==> src/rtl/input_conditioner_pkg.sv <==
// Shared constants for the input conditioner: default sizing and the
// reset levels that make every channel come up in its "idle" state.
package input_conditioner_pkg;

  localparam int DEFAULT_NUM_KEYS        = 4;
  localparam int DEFAULT_NUM_SWITCHES    = 9;
  localparam int DEFAULT_SYNC_STAGES     = 2;
  localparam int DEFAULT_DEBOUNCE_CYCLES = 500000;

  // Keys are active-low, so their idle raw level is 1; switches idle at 0.
  localparam logic KEY_RESET_LEVEL    = 1'b1;
  localparam logic SWITCH_RESET_LEVEL = 1'b0;

  function automatic int counter_width(input int debounce_cycles);
    return $clog2(debounce_cycles + 1);
  endfunction

endpackage

==> src/rtl/debounce_channel.sv <==
// One conditioned input: multi-flop synchronizer, stability filter and
// registered rise/fall pulses, all in terms of the raw (uninverted) level.
module debounce_channel
  import input_conditioner_pkg::*;
#(
  parameter int   SYNC_STAGES     = DEFAULT_SYNC_STAGES,
  parameter int   DEBOUNCE_CYCLES = DEFAULT_DEBOUNCE_CYCLES,
  parameter logic RESET_LEVEL     = 1'b0
) (
  input  logic clk,
  input  logic reset_n,
  input  logic level,
  output logic stable,
  output logic rise_pulse,
  output logic fall_pulse
);

  localparam int CW = counter_width(DEBOUNCE_CYCLES);
  localparam logic [CW-1:0] CNT_LAST = CW'(DEBOUNCE_CYCLES - 1);

  if (SYNC_STAGES < 2 || SYNC_STAGES > 4) begin : g_bad_sync
    $error("debounce_channel: SYNC_STAGES must be in 2..4");
  end
  if (DEBOUNCE_CYCLES < 1) begin : g_bad_debounce
    $error("debounce_channel: DEBOUNCE_CYCLES must be >= 1");
  end

  logic [SYNC_STAGES-1:0] sync_q;
  logic [CW-1:0]          count;
  logic                   synced;
  logic                   differs;
  logic                   settle;

  assign synced  = sync_q[SYNC_STAGES-1];
  assign differs = (synced != stable);
  // Level accepted on the edge where the last required stable cycle is seen.
  assign settle  = differs && (count == CNT_LAST);

  always_ff @(posedge clk) begin
    if (!reset_n) begin
      sync_q <= {SYNC_STAGES{RESET_LEVEL}};
    end else begin
      sync_q <= {sync_q[SYNC_STAGES-2:0], level};
    end
  end

  always_ff @(posedge clk) begin
    if (!reset_n) begin
      stable     <= RESET_LEVEL;
      count      <= '0;
      rise_pulse <= 1'b0;
      fall_pulse <= 1'b0;
    end else begin
      rise_pulse <= settle && synced;
      fall_pulse <= settle && !synced;
      if (!differs || settle) begin
        count <= '0;
      end else begin
        count <= count + CW'(1);
      end
      if (settle) begin
        stable <= synced;
      end
    end
  end

endmodule

==> src/rtl/input_conditioner.sv <==
// Conditions raw push-buttons and toggle switches into clean levels and
// single-cycle press/release/change pulses, one independent channel per pin.
module input_conditioner
  import input_conditioner_pkg::*;
#(
  parameter int NUM_KEYS        = DEFAULT_NUM_KEYS,
  parameter int NUM_SWITCHES    = DEFAULT_NUM_SWITCHES,
  parameter int SYNC_STAGES     = DEFAULT_SYNC_STAGES,
  parameter int DEBOUNCE_CYCLES = DEFAULT_DEBOUNCE_CYCLES
) (
  input  logic                    clkIn,
  input  logic                    resetNIn,
  input  logic [NUM_KEYS-1:0]     keysNIn,
  input  logic [NUM_SWITCHES-1:0] switchesIn,
  output logic [NUM_KEYS-1:0]     keysPressedOut,
  output logic [NUM_KEYS-1:0]     keysPressPulseOut,
  output logic [NUM_KEYS-1:0]     keysReleasePulseOut,
  output logic [NUM_SWITCHES-1:0] switchesOut,
  output logic [NUM_SWITCHES-1:0] switchesChangedPulseOut
);

  logic [NUM_KEYS-1:0]     key_stable;
  logic [NUM_KEYS-1:0]     key_rise;
  logic [NUM_KEYS-1:0]     key_fall;
  logic [NUM_SWITCHES-1:0] sw_stable;
  logic [NUM_SWITCHES-1:0] sw_rise;
  logic [NUM_SWITCHES-1:0] sw_fall;

  for (genvar i = 0; i < NUM_KEYS; i++) begin : g_key
    debounce_channel #(
      .SYNC_STAGES     (SYNC_STAGES),
      .DEBOUNCE_CYCLES (DEBOUNCE_CYCLES),
      .RESET_LEVEL     (KEY_RESET_LEVEL)
    ) u_chan (
      .clk        (clkIn),
      .reset_n    (resetNIn),
      .level      (keysNIn[i]),
      .stable     (key_stable[i]),
      .rise_pulse (key_rise[i]),
      .fall_pulse (key_fall[i])
    );
  end

  for (genvar i = 0; i < NUM_SWITCHES; i++) begin : g_switch
    debounce_channel #(
      .SYNC_STAGES     (SYNC_STAGES),
      .DEBOUNCE_CYCLES (DEBOUNCE_CYCLES),
      .RESET_LEVEL     (SWITCH_RESET_LEVEL)
    ) u_chan (
      .clk        (clkIn),
      .reset_n    (resetNIn),
      .level      (switchesIn[i]),
      .stable     (sw_stable[i]),
      .rise_pulse (sw_rise[i]),
      .fall_pulse (sw_fall[i])
    );
  end

  // Channels work on raw key polarity; a falling raw key is a press.
  assign keysPressedOut          = ~key_stable;
  assign keysPressPulseOut       = key_fall;
  assign keysReleasePulseOut     = key_rise;
  assign switchesOut             = sw_stable;
  assign switchesChangedPulseOut = sw_rise | sw_fall;

endmodule

==> config.mk <==
export PLATFORM = sky130hd
export DESIGN_NAME = input_conditioner
export DESIGN_NICKNAME = d
export VERILOG_FILES = /design/src/rtl/input_conditioner_pkg.sv /design/src/rtl/debounce_channel.sv /design/src/rtl/input_conditioner.sv
export SDC_FILE = /design/constraint.sdc
export NUM_CORES = 1
export LEC_CHECK = 0
export ABC_AREA = 1
export CORE_MARGIN = 2
export CORE_UTILIZATION = 37
export CTS_BUF_LIST = sky130_fd_sc_hd__clkbuf_4 sky130_fd_sc_hd__clkbuf_8
export CTS_CLUSTER_DIAMETER = 80
export DETAILED_ROUTE_END_ITERATION = 6
export SLEW_MARGIN = 15
export SYNTH_ARGS = -nofsm -noshare
export SYNTH_HDL_FRONTEND = slang
export SYNTH_SLANG_ARGS = --single-unit
==> constraint.sdc <==
create_clock -name clkIn -period 2.1 [get_ports clkIn]
set_clock_uncertainty 0.05 [all_clocks]
set_input_delay 0.42 -clock clkIn [delete_from_list [all_inputs] [get_ports clkIn]]
set_output_delay 0.42 -clock clkIn [all_outputs]
set_load 0.05 [all_outputs]
==> results of run 1 <==
layout make-up:
type	instances	area [um^2]	share of cell area (%)
multi-input cells	1562	7570	44.5
flip-flops and latches	312	6250	36.7
clock buffers	82	1070	6.26
inverters	237	895	5.25
well taps	525	657	3.86
repair buffers	48	448	2.63
clock inverters	14	148	0.867
metal layers:
metal / track usage, % / part of all wire, %
met1: 18.7 / 49
met2: 23.9 / 44
met3: 3.55 / 4.5
met4: 4.98 / 2.4
met5: 0 / 0
metrics by stage:
step | setup WS (ns) | instances
after CTS | -0.0429 | 2780
after global placement | 0.373 | 2684
after floorplan | 0.625 | 2147
final | 0.0922 | 2780
after detailed placement | 0.371 | 2684
after global routing | 0.00163 | 2780
worst paths after layout:
check	to	slack [ns]	depth (start not counted)
worst min register to register	g_switch[3].u_chan.sync_q[1]$_SDFF_PN0_	0.36	2
worst max-delay path	switchesOut[0]	0.09	1
worst min-delay path	g_switch[6].u_chan.sync_q[1]$_SDFF_PN0_	0.27	4
worst max register to register	g_switch[7].u_chan.count[3]$_SDFF_PP0_	0.38	6
flip-flops by register name, summed over array words and instances, names as in the netlist:
signal,count
g_switch.u_chan.count,171
g_switch.u_chan.stable,9
g_key.u_chan.count,76
g_key.u_chan.rise_pulse,4
g_switch.u_chan.rise_pulse,9
g_switch.u_chan.fall_pulse,9
g_key.u_chan.sync_q,8
g_switch.u_chan.sync_q,18
g_key.u_chan.fall_pulse,4
g_key.u_chan.stable,4
cell families (layout without fill, tap and decap cells):
group / after synthesis / in the layout / synth area share (%)
AO/OA/AOI/OAI: 124 / 124 / 4.60
XOR/XNOR: 109 / 109 / 6.35
adder cells (fa/ha/maj): 13 / 13 / 1.08
buffers and inverters: 273 / 381 / 8.06
flip-flops: 312 / 312 / 41.6
AND/OR/NAND/NOR: 1316 / 1316 / 38.4
synth_stat cells (all sizes together) (13+ instances only):
| library cell | count |
|---|---|
| a21oi | 82 |
| buf | 36 |
| dfxtp | 312 |
| ha | 13 |
| inv | 234 |
| nand2 | 560 |
| nand3 | 154 |
| nand4 | 35 |
| nor2 | 493 |
| nor3 | 16 |
| o21ai | 33 |
| or2 | 41 |
| xnor2 | 38 |
| xor2 | 71 |
tightest hold or removal path: cells and delay by family:
kind / cells / cell delay [ns]
AND/OR/NAND/NOR: 1 / 0.08
buffers and inverters: 3 / 0.36
power breakdown:
group | leakage [nW] | internal, mW | switching [mW]
sequential | 2.52 | 5.95 | 0.0215
combinational | 2.73 | 0.0581 | 0.0996
clock | 0.645 | 3.60 | 2.48
total | 5.89 | 9.61 | 2.60
repair_timing:
item / 4_1_cts / 5_1_grt
setup endpoints to repair: 27 / 5
buffers inserted: 0 / 0
gates resized for setup: 43 / 8
==> metrics, run 1 <==
outcome=completed; Pins Over Slew Limit=0; Vias=12,700; routed vias/inst=4.56; Yosys reg bits=312; commonest non-fill, non-tap cells in the layout=nand2_1, nor2_1, dfxtp_1, inv_1, nand3_1; DIE AREA=0.0423 mm^2; CP delay by family, top=buffers and inverters; largest net degree at the start of global routing=45; Sink Count=312; CP Capture Type=primary output; fin area=0.0170 mm^2; Max VDD drop=0.385 mV; post-synthesis cell type count=38; ys flop type=dfxtp_1; Slew HR=64.4%; Peak Freq=0.498 GHz; drc violations=0; DR iter-0 viols=732; worst path cell trace=dlygate4sd2_1; FF-to-FF Start=g_switch[7].u_chan.count[0]$_SDFF_PP0_; CP startpoint=g_switch[0].u_chan.stable$_SDFFE_PN0P_; Tightest Pin Transition=0.533 ns; critical path class=flip-flop to primary output; commonest non-fill, non-tap cell in the layout=nand2_1; Die X=206 um; final setup TNS=0 ns; initial antenna violation count=0; startpoint type of the worst setup path=flip-flop; RSZ-0062 raised after global routing=false; ratio of cells with drive above 1 in the final layout=11.7%; Final Critical Period=2.01 ns; worst path bufs/invs=1; first-pass GRT wire length=52,200 um; clk_lat worst skew=0.60 ns; ys async rst share=0%; # H-tree levels=2; Power Dens Cells=717 mW/mm^2; DIE HEIGHT=206 um; total core area=0.0399 mm^2; P_leak=5.89 nW; Max stage delay on crit path=0.55 ns; Syn-to-layout area delta=13.3%; Gate Count Post-Synth=2,147; register clock-pin slew on the reported worst setup and hold paths=0.06 ns; dominant cells by area after synthesis=dfxtp_1, nand2_1, nor2_1; fin nets=2,244; Synth Net Count=2,175; Avg Inst Size Synth=7.00 um^2; setup violators final=0; area of the mapped netlist=0.0150 mm^2; CTS max path bufs=3; cell taking the most area after synthesis=dfxtp_1; final hold vios=0; EDFF count, synth=0; hold bufs inserted after CTS=0; sequential share of the synthesized area=41.6%; Syn. warnings=0; Final period util=95.6%; GRT Residual Overflow=0; vias in the first global route=11,900; drt wl/cell=10.7 um; final-layout fill cell count=4,086; hold path startpoint=resetNIn; Max Cap Viol=0; Final ANT Viol Nets=0; WP data arrival=1.54 ns; GRT Total Usage=14.6%; min-delay worst type=primary input to flip-flop; Initial Util=37.7%; PortBufs=44; number of diodes=0; final core occ=42.7%; Yosys top cell area share=41.6%; Required @ worst endpoint=1.63 ns; drt first pass iters=7; peak fanout along the critical path=5; I/O pin cnt=45; CTS buffer count=55; slowest CP cell=dlygate4sd2_1; CTS tree=yes; Std-Cell Rows=73; Root Buffer=clkbuf_8; detailed placement HPWL=21,200 um; GPL Wtd Cong=0.849; Pwr Total=12.2 mW; final wirelength=29,900 um; Placed Area=0.0158 mm^2; Hold WS=0.267 ns
Power figures use the tool's default switching activity.
==> run 2, diff against run 1 <==
Settings changed: CORE_UTILIZATION 37 to 25, SKIP_LAST_GASP set to 1.
==> metrics, run 2 (synthesized netlist as in run 1, its figures left out) <==
outcome=completed; Vias=12,500; WP data arrival=1.52 ns; GPL Wtd Cong=0.811; largest net degree at the start of global routing=45; initial antenna violation count=1; Logic pwr share=1.3%; register clock-pin slew on the reported worst setup and hold paths=0.05 ns; first-pass GRT wire length=53,100 um; peak fanout along the critical path=1; CTS buffer count=59; most flop-heavy register=g_switch.u_chan.count; area occupied by multi-input gates=0.00757 mm^2; Seq pwr share=46.8%; Initial Util=25.4%; Int Power=9.88 mW; Root Buffer=clkbuf_8; I/O pin cnt=45; clk_lat worst skew=0.65 ns; GRT Residual Overflow=0; drt wl/cell=9.92 um; met3 wire len=1410 um; Max VDD drop=0.421 mV; routed vias/inst=4.10; GRT Total Usage=9.89%; CP Capture Type=primary output; placed insts=2,935; largest registers=g_switch.u_chan.count x171, g_key.u_chan.count x76, g_switch.u_chan.sync_q x18; min-delay worst type=primary input to flip-flop; Reg2Reg Setup Slack=0.41 ns; hold path startpoint=resetNIn; DIE HEIGHT=249 um; Std-Cell Rows=89; Pins Over Slew Limit=0; Tightest Pin Transition=0.484 ns; drc violations=0; Die X=249 um; CTS max path bufs=3; final-layout fill cell count=6,452; top sig layer=met4; Sink Count=312; Slew HR=67.6%; total core area=0.0592 mm^2; part of the power in the clock network=51.9%; setup violators final=0; detailed placement HPWL=21,200 um; Sw Share=22.6%; Psw=2.88 mW; Final period util=94.8%; commonest non-fill, non-tap cells in the layout=nand2_1, nor2_1, dfxtp_1, inv_1, nand3_1; Max Cap Viol=0; Final ANT Viol Nets=0; Required @ worst endpoint=1.63 ns; commonest non-fill, non-tap cell in the layout=nand2_1; Power Dens Cells=730 mW/mm^2; RSZ-0062 raised after global routing=false; met1 WL=15,000 um; startpoint type of the worst setup path=flip-flop; non-filler cells, final=3,048; max reg flops=171; Syn-to-layout area delta=16.2%; DIE AREA=0.0621 mm^2; post-CTS setup repair buffer count=0; register area=0.00625 mm^2; FF-to-FF Start=g_switch[6].u_chan.count[0]$_SDFF_PP0_; vias in the first global route=11,700; CP startpoint=g_switch[6].u_chan.fall_pulse$_SDFF_PN0_; fin nets=2,251; DR iter-0 viols=541; final wirelength=30,200 um; drt first pass iters=5; P_leak=5.98 nW; # H-tree levels=2; ratio of cells with drive above 1 in the final layout=12.7%; Final Critical Period=1.99 ns; CTS tree=yes; met2 routed WL=13,100 um; PortBufs=44; critical path class=flip-flop to primary output; Pwr Total=12.8 mW; Peak Freq=0.502 GHz; final hold vios=0
-- run 2: cell types whose count changed in the layout (fill, tap and decap cells not counted), sizes merged --
cell	previous run	this run
dlygate4sd2	14	8
clkdlybuf4s15	10	6
diode	0	1
bufinv	3	4
clkbuf	85	89
buf	8	19
inv	234	237
clkinv	13	23
-- run 2: per-stage QoR --
stage	setup TNS [ns]	setup slack, ns	hold WS (ns)	util (%)	cell area (um^2)
6_report	0	0.109	0.223	29.5	17500
5_1_grt	0	0.00628	0.185	29.5	17500
4_1_cts	-0.101	-0.101	0.155	29.5	17500
3_5_place_dp	0	0.365	0.348	27.3	16200
3_3_place_gp	0	0.371	0.343	27.3	16200
2_1_floorplan	0	0.625	0.340	-	15000
-- run 2: critical path: stages, from the launching register on --
cell	delay, ns
dfxtp_1	0.29
or2_2	0.28
clkdlybuf4s15_2	0.33
-- run 2: path summary, 6_finish.rpt --
check	cells past startpoint	to
worst max-delay path	2	switchesChangedPulseOut[6]
worst min register to register	1	g_key[3].u_chan.sync_q[1]$_SDFF_PN1_
worst max register to register	8	g_switch[6].u_chan.count[16]$_SDFF_PP0_
worst min-delay path	4	g_switch[6].u_chan.sync_q[1]$_SDFF_PN0_
-- run 2: power by group through the flow --
stage	combinational (mW)	sequential, mW	clock [mW]
floorplan	0.113	6.10	0
global placement	0.164	6.10	0
detailed placement	0.164	6.10	0
CTS	0.165	5.97	6.96
global route	0.182	5.97	7.22
finish	0.159	5.97	6.62
-- run 2: per-layer routing --
layer | GRT usage [%] | up-vias
met5 | 0 | -
met4 | 3.84 | 0
met3 | 2.41 | 55
met2 | 16.0 | 172
met1 | 12.6 | 5465
li1 | - | 6815
-- run 2: layout make-up --
type / instances / area share [%]
multi-input cells: 1562 / 43.3
flip-flops and latches: 312 / 35.7
clock buffers: 84 / 6.22
well taps: 773 / 5.53
inverters: 237 / 5.12
repair buffers: 51 / 2.55
clock inverters: 28 / 1.47
diodes: 1 / 0.0143
-- run 2: what timing repair did --
action,4_1_cts,5_1_grt
gates resized for setup,53,6
setup endpoints to repair,23,5
cloned,0,0
hold buffers,0,0
hold endpoints to repair,0,0
